<file path="src/rtl/cmd_encoder.sv">
// cmd_encoder: builds a byte packet PREFIX, AST_ADDR, dest, len, payload[len]
// and, when CMD_ENCODER_CHECKSUM_EN is defined, a trailing 8-bit checksum
// (modulo-256 sum of the payload bytes only).
// A single output register (tx_data/tx_valid) carries every byte. Payload
// bytes are only accepted while that register is empty, so the source and
// the sink may each stall indefinitely without a byte being lost or repeated.
// All outputs come straight from flops.
module cmd_encoder #(
  parameter logic [7:0] PREFIX   = 8'hDD,
  parameter logic [7:0] AST_ADDR = 8'h01
) (
  input  logic       clk,
  input  logic       nrst,
  input  logic       start,
  input  logic [7:0] dest,
  input  logic [7:0] len,
  output logic       busy,
  input  logic [7:0] in_data,
  input  logic       in_valid,
  output logic       in_ready,
  output logic [7:0] tx_data,
  output logic       tx_valid,
  input  logic       tx_ready,
  output logic       done
);

  typedef enum logic [2:0] {
    S_IDLE   = 3'd0,
    S_PREFIX = 3'd1,
    S_ADDR   = 3'd2,
    S_DEST   = 3'd3,
    S_LEN    = 3'd4,
`ifdef CMD_ENCODER_CHECKSUM_EN
    S_DATA   = 3'd5,
    S_CSUM   = 3'd6
`else
    S_DATA   = 3'd5
`endif
  } state_t;

`ifdef CMD_ENCODER_CHECKSUM_EN
  // Running checksum: 8-bit add, carry discarded.
  function automatic logic [7:0] f_csum_add(input logic [7:0] acc, input logic [7:0] b);
    return acc + b;
  endfunction
`endif

  state_t     r_state, w_state;
  logic [7:0] r_dest, w_dest;
  logic [7:0] r_len, w_len;
  logic [7:0] r_cnt, w_cnt;
  logic [7:0] r_tx_data, w_tx_data;
  logic       r_tx_valid, w_tx_valid;
  logic       r_busy, w_busy;
  logic       r_in_ready, w_in_ready;
  logic       r_done, w_done;
`ifdef CMD_ENCODER_CHECKSUM_EN
  logic [7:0] r_acc, w_acc;
`endif

  logic w_tx_fire;
  logic w_in_fire;

  assign w_tx_fire = r_tx_valid & tx_ready;
  assign w_in_fire = r_in_ready & in_valid;

  assign busy     = r_busy;
  assign in_ready = r_in_ready;
  assign tx_data  = r_tx_data;
  assign tx_valid = r_tx_valid;
  assign done     = r_done;

  // Next-state and next-output logic; every register holds unless changed.
  always_comb begin
    w_state    = r_state;
    w_dest     = r_dest;
    w_len      = r_len;
    w_cnt      = r_cnt;
    w_tx_data  = r_tx_data;
    w_tx_valid = r_tx_valid;
    w_done     = 1'b0;
`ifdef CMD_ENCODER_CHECKSUM_EN
    w_acc      = r_acc;
`endif
    case (r_state)
      S_IDLE: begin
        if (start) begin
          w_state    = S_PREFIX;
          w_dest     = dest;
          w_len      = len;
          w_cnt      = len;
`ifdef CMD_ENCODER_CHECKSUM_EN
          w_acc      = 8'h00;
`endif
          w_tx_data  = PREFIX;
          w_tx_valid = 1'b1;
        end else begin
          w_state = S_IDLE;
        end
      end
      S_PREFIX: begin
        if (w_tx_fire) begin
          w_state   = S_ADDR;
          w_tx_data = AST_ADDR;
        end else begin
          w_state = S_PREFIX;
        end
      end
      S_ADDR: begin
        if (w_tx_fire) begin
          w_state   = S_DEST;
          w_tx_data = r_dest;
        end else begin
          w_state = S_ADDR;
        end
      end
      S_DEST: begin
        if (w_tx_fire) begin
          w_state   = S_LEN;
          w_tx_data = r_len;
        end else begin
          w_state = S_DEST;
        end
      end
      S_LEN: begin
        if (w_tx_fire) begin
          if (r_cnt != 8'h00) begin
            w_state    = S_DATA;
            w_tx_valid = 1'b0;
          end else begin
`ifdef CMD_ENCODER_CHECKSUM_EN
            w_state    = S_CSUM;
            w_tx_data  = r_acc;
`else
            w_state    = S_IDLE;
            w_tx_valid = 1'b0;
            w_done     = 1'b1;
`endif
          end
        end else begin
          w_state = S_LEN;
        end
      end
      S_DATA: begin
        // Output register empty: load the next payload byte.
        if (w_in_fire) begin
          w_tx_data  = in_data;
          w_tx_valid = 1'b1;
          w_cnt      = r_cnt - 8'd1;
`ifdef CMD_ENCODER_CHECKSUM_EN
          w_acc      = f_csum_add(r_acc, in_data);
`endif
        end else if (w_tx_fire) begin
          if (r_cnt == 8'h00) begin
`ifdef CMD_ENCODER_CHECKSUM_EN
            w_state    = S_CSUM;
            w_tx_data  = r_acc;
`else
            w_state    = S_IDLE;
            w_tx_valid = 1'b0;
            w_done     = 1'b1;
`endif
          end else begin
            w_tx_valid = 1'b0;
          end
        end else begin
          w_state = S_DATA;
        end
      end
`ifdef CMD_ENCODER_CHECKSUM_EN
      S_CSUM: begin
        if (w_tx_fire) begin
          w_state    = S_IDLE;
          w_tx_valid = 1'b0;
          w_done     = 1'b1;
        end else begin
          w_state = S_CSUM;
        end
      end
`endif
      default: begin
        w_state    = S_IDLE;
        w_tx_valid = 1'b0;
      end
    endcase
    w_busy     = (w_state != S_IDLE);
    w_in_ready = (w_state == S_DATA) && !w_tx_valid;
  end

  // State and output registers; reset abandons any packet in flight.
  always_ff @(posedge clk or negedge nrst) begin
    if (!nrst) begin
      r_state    <= S_IDLE;
      r_dest     <= 8'h00;
      r_len      <= 8'h00;
      r_cnt      <= 8'h00;
      r_tx_data  <= 8'h00;
      r_tx_valid <= 1'b0;
      r_busy     <= 1'b0;
      r_in_ready <= 1'b0;
      r_done     <= 1'b0;
`ifdef CMD_ENCODER_CHECKSUM_EN
      r_acc      <= 8'h00;
`endif
    end else begin
      r_state    <= w_state;
      r_dest     <= w_dest;
      r_len      <= w_len;
      r_cnt      <= w_cnt;
      r_tx_data  <= w_tx_data;
      r_tx_valid <= w_tx_valid;
      r_busy     <= w_busy;
      r_in_ready <= w_in_ready;
      r_done     <= w_done;
`ifdef CMD_ENCODER_CHECKSUM_EN
      r_acc      <= w_acc;
`endif
    end
  end

endmodule

</file>
<file path="config.mk">
export PLATFORM = sky130hd
export DESIGN_NAME = cmd_encoder
export DESIGN_NICKNAME = d
export VERILOG_FILES = /design/src/rtl/cmd_encoder.sv
export SDC_FILE = /design/constraint.sdc
export NUM_CORES = 1
export LEC_CHECK = 0
export ABC_AREA = 1
export CAP_MARGIN = 20
export CORE_MARGIN = 3
export CORE_UTILIZATION = 51
export CTS_CLUSTER_DIAMETER = 30
export DETAILED_ROUTE_END_ITERATION = 12
export PLACE_DENSITY = 0.83
export SLEW_MARGIN = 40
export SYNTH_ARGS = -nofsm -noshare
export SYNTH_HDL_FRONTEND = slang
export SYNTH_SLANG_ARGS = --single-unit
</file>
<file path="constraint.sdc">
create_clock -name clk -period 1.97 [get_ports clk]
set_input_delay 0.591 -clock clk [delete_from_list [all_inputs] [get_ports clk]]
set_output_delay 0.591 -clock clk [all_outputs]
set_load 0.005 [all_outputs]
</file>
==> results.cfg <==
[drt]
firstDrtPassIters = 4
drc = 0
vias = 1767
ant_nets = 0
wl_per_cell_um = 13.6
wirelength_um = 4540
vias_per_cell = 5.27
drt_iter0_markers = 184

[setup_path]
cp_cell_sequence = clkdlybuf4s50_1
cp_max_fo = 2
critPathLaunchType = flop
r2r_start = r_state[1]
critPathTopFamily = buffers and inverters
critPathKind = flop to output pin
cp-end-kind = output pin
crit_buf_inv = 1
cp.arrival_ns = 1.19
crit_required_ns = 1.38
critPathCapture = tx_data[5]
startpoint = tx_data[5]
reg2reg_slack_ns = 0.35
slowest_stage = clkdlybuf4s50_1
cpPeakStageDelay_ns = 0.53
cp_num_cells = 1
rr_endpoint = r_cnt[3]
ff2ff_path_depth = 8

[synth]
ys_async_sr_fraction = 1.00
synthCells = 238
synth_area_mm2 = 0.00197
synth_most_common_cell = nand2_1
ys_top_cells_by_area = dfrtp_1, nand2_1, mux2_2
syn_nets = 269
ys_ff_latch = 39
avgSynthCellArea_um2 = 8.29
synth-warning-count = 0
yosys.area.top_type = dfrtp_1
synth_edf_count = 0
ys_types = 26
synth_top_area_share = 0.495
ys_seq_area_frac = 0.495
synth_ff_type = dfrtp_1
synth_common_cells = nand2_1, dfrtp_1, inv_1

[clocking]
postCtsSetupBuffers = 0
ctsHtreeMaxLevel = 2
clock_latency_ns = 0.30
cts.root.buffer_cell = clkbuf_8
cts.path.max_buffers = 2
path_clk_slew_ns = 0.08
numCtsBuffers = 5
hold_buffers = 0
cts_sinks = 39
cts_tree = built
cts_resized = 0

[final_layout]
nFillCells = 300
area_delta_synth_final_pct = 29.4
nNetsFinal = 319
drive_above_1_share = 0.142
multi_input_area_um2 = 867
antenna_cells = 0
register_area_um2 = 976

[die]
die_width_um = 68.2
dieArea_mm2 = 0.00465
die_h_um = 68.2
io-pin-count = 41
core_area_mm2 = 0.00352
rows = 21
initial_utilization = 0.560

[placement]
port_buffers = 40
dp_hpwl_um = 3450
place.gp.congestion = 0.841

[sta]
hold_viol_final = 0
drv_slew = 0
tightest_slew_ns = 0.396
min_period_ns = 1.78
worst_clock_skew_ns = 0.00517
holdWs_ns = 0.206
fmax_mhz = 562
fin_setup_tns_ns = 0
slew_headroom = 0.736
rsz0062_at_grt = false
final.period_utilization = 0.904
setup_viol = 0

[hold_path]
hold_class = input pin to async pin

[global_route]
grt_max_degree = 25
grt_pass1_vias = 1683
grt.total_usage = 0.223
overflow = 0
grt_pass1_wl_um = 7530
antenna_found_initial = 0

[pwr]
swShare = 0.224
p_total_uw = 1420
vdd_drop_max_v = 0.000464
p_seq_frac = 0.564
p_sw_uw = 318
p_int_uw = 1100
p_leak_uw = 0.00122
clkPwrFrac = 0.377
combPwrFrac = 0.060
powerDensity_mw_per_mm2 = 556

[outcome]
status = finished clean

[run]
cap_violations = 0
## cell usage in the layout, fill, tap and decap left out, types with 2 or more instances in the layout
cell type,instances
ha_1,2
nor2_2,3
nor2_1,18
o21ai_0,19
mux2_2,12
inv_1,21
inv_2,3
buf_4,8
nand4_1,4
o21ai_1,4
nand2_1,74
o21ai_2,2
nand2_2,2
nand3_1,10
a21oi_1,9
dfrtp_1,39
clkdlybuf4s50_1,39
clkbuf_8,5
o211ai_1,3
## routing by layer
layer,global-route usage,part of all wire,vias up,routed length (um)
li1,-,-,872,-
met5,0,0,-,0
met1,0.290,0.44,827,2000
met2,0.356,0.48,58,2180
met3,0.0427,0.061,10,279
met4,0.109,0.017,0,78
## area by class of cell
type / instances / share of cell area
multi-input combinational: 169 / 0.340
sequential: 39 / 0.383
inverter: 24 / 0.0353
tap: 46 / 0.0226
clock inverter: 2 / 0.00490
timing repair buffer: 49 / 0.186
clock buffer: 6 / 0.0284
## worst min path at each step
stage	start	to	slack, ns	cells after the start
floorplan	nrst	busy	0.30	0
global placement	tx_data[3]	tx_data[3]	0.46	2
detailed placement	tx_data[1]	tx_data[1]	0.47	2
CTS	nrst	tx_valid	0.21	1
global route	nrst	tx_valid	0.22	1
finish	nrst	r_cnt[2]	0.21	1
## logic make-up after synthesis
group	share of synthesized area
mux	0.0736
fa+ha+maj	0.0127
buf+inv	0.0654
compound gates	0.116
flops	0.495
simple gates	0.237
## metrics by stage
stage | area, um2 | instances | utilization | setup WS, ns
4_1_cts | 2550 | 335 | 0.725 | 0.193
6_report | 2550 | 335 | 0.725 | 0.189
2_1_floorplan | 1970 | 238 | - | 0.447
3_5_place_dp | 2470 | 327 | 0.700 | -0.0179
3_3_place_gp | 2470 | 327 | 0.700 | 0.0131
5_1_grt | 2550 | 335 | 0.725 | 0.118
## power groups by stage
stage	Clock (uW)	Sequential, uW	Combinational (uW)
after global placement	0	816	85.6
after detailed placement	0	816	85.9
after CTS	539	800	86.5
final	535	800	84.4
after global routing	575	800	92.6
after floorplan	0	816	5.43
## registers in the layout, summed over array words and instances (netlist names), 3 cells and up
register / count
r_state: 3
r_dest: 8
tx_data: 8
r_len: 8
r_cnt: 8
## worst register-to-register path, delay by kind of cell (launching register included)
family	cells	cell delay (ns)
AOI/OAI and AO/OA	2	0.18
and+or+nand+nor	4	0.65
buffers and inverters	2	0.27
DFF	1	0.44
No activity file was read; power rests on OpenSTA's default activity.
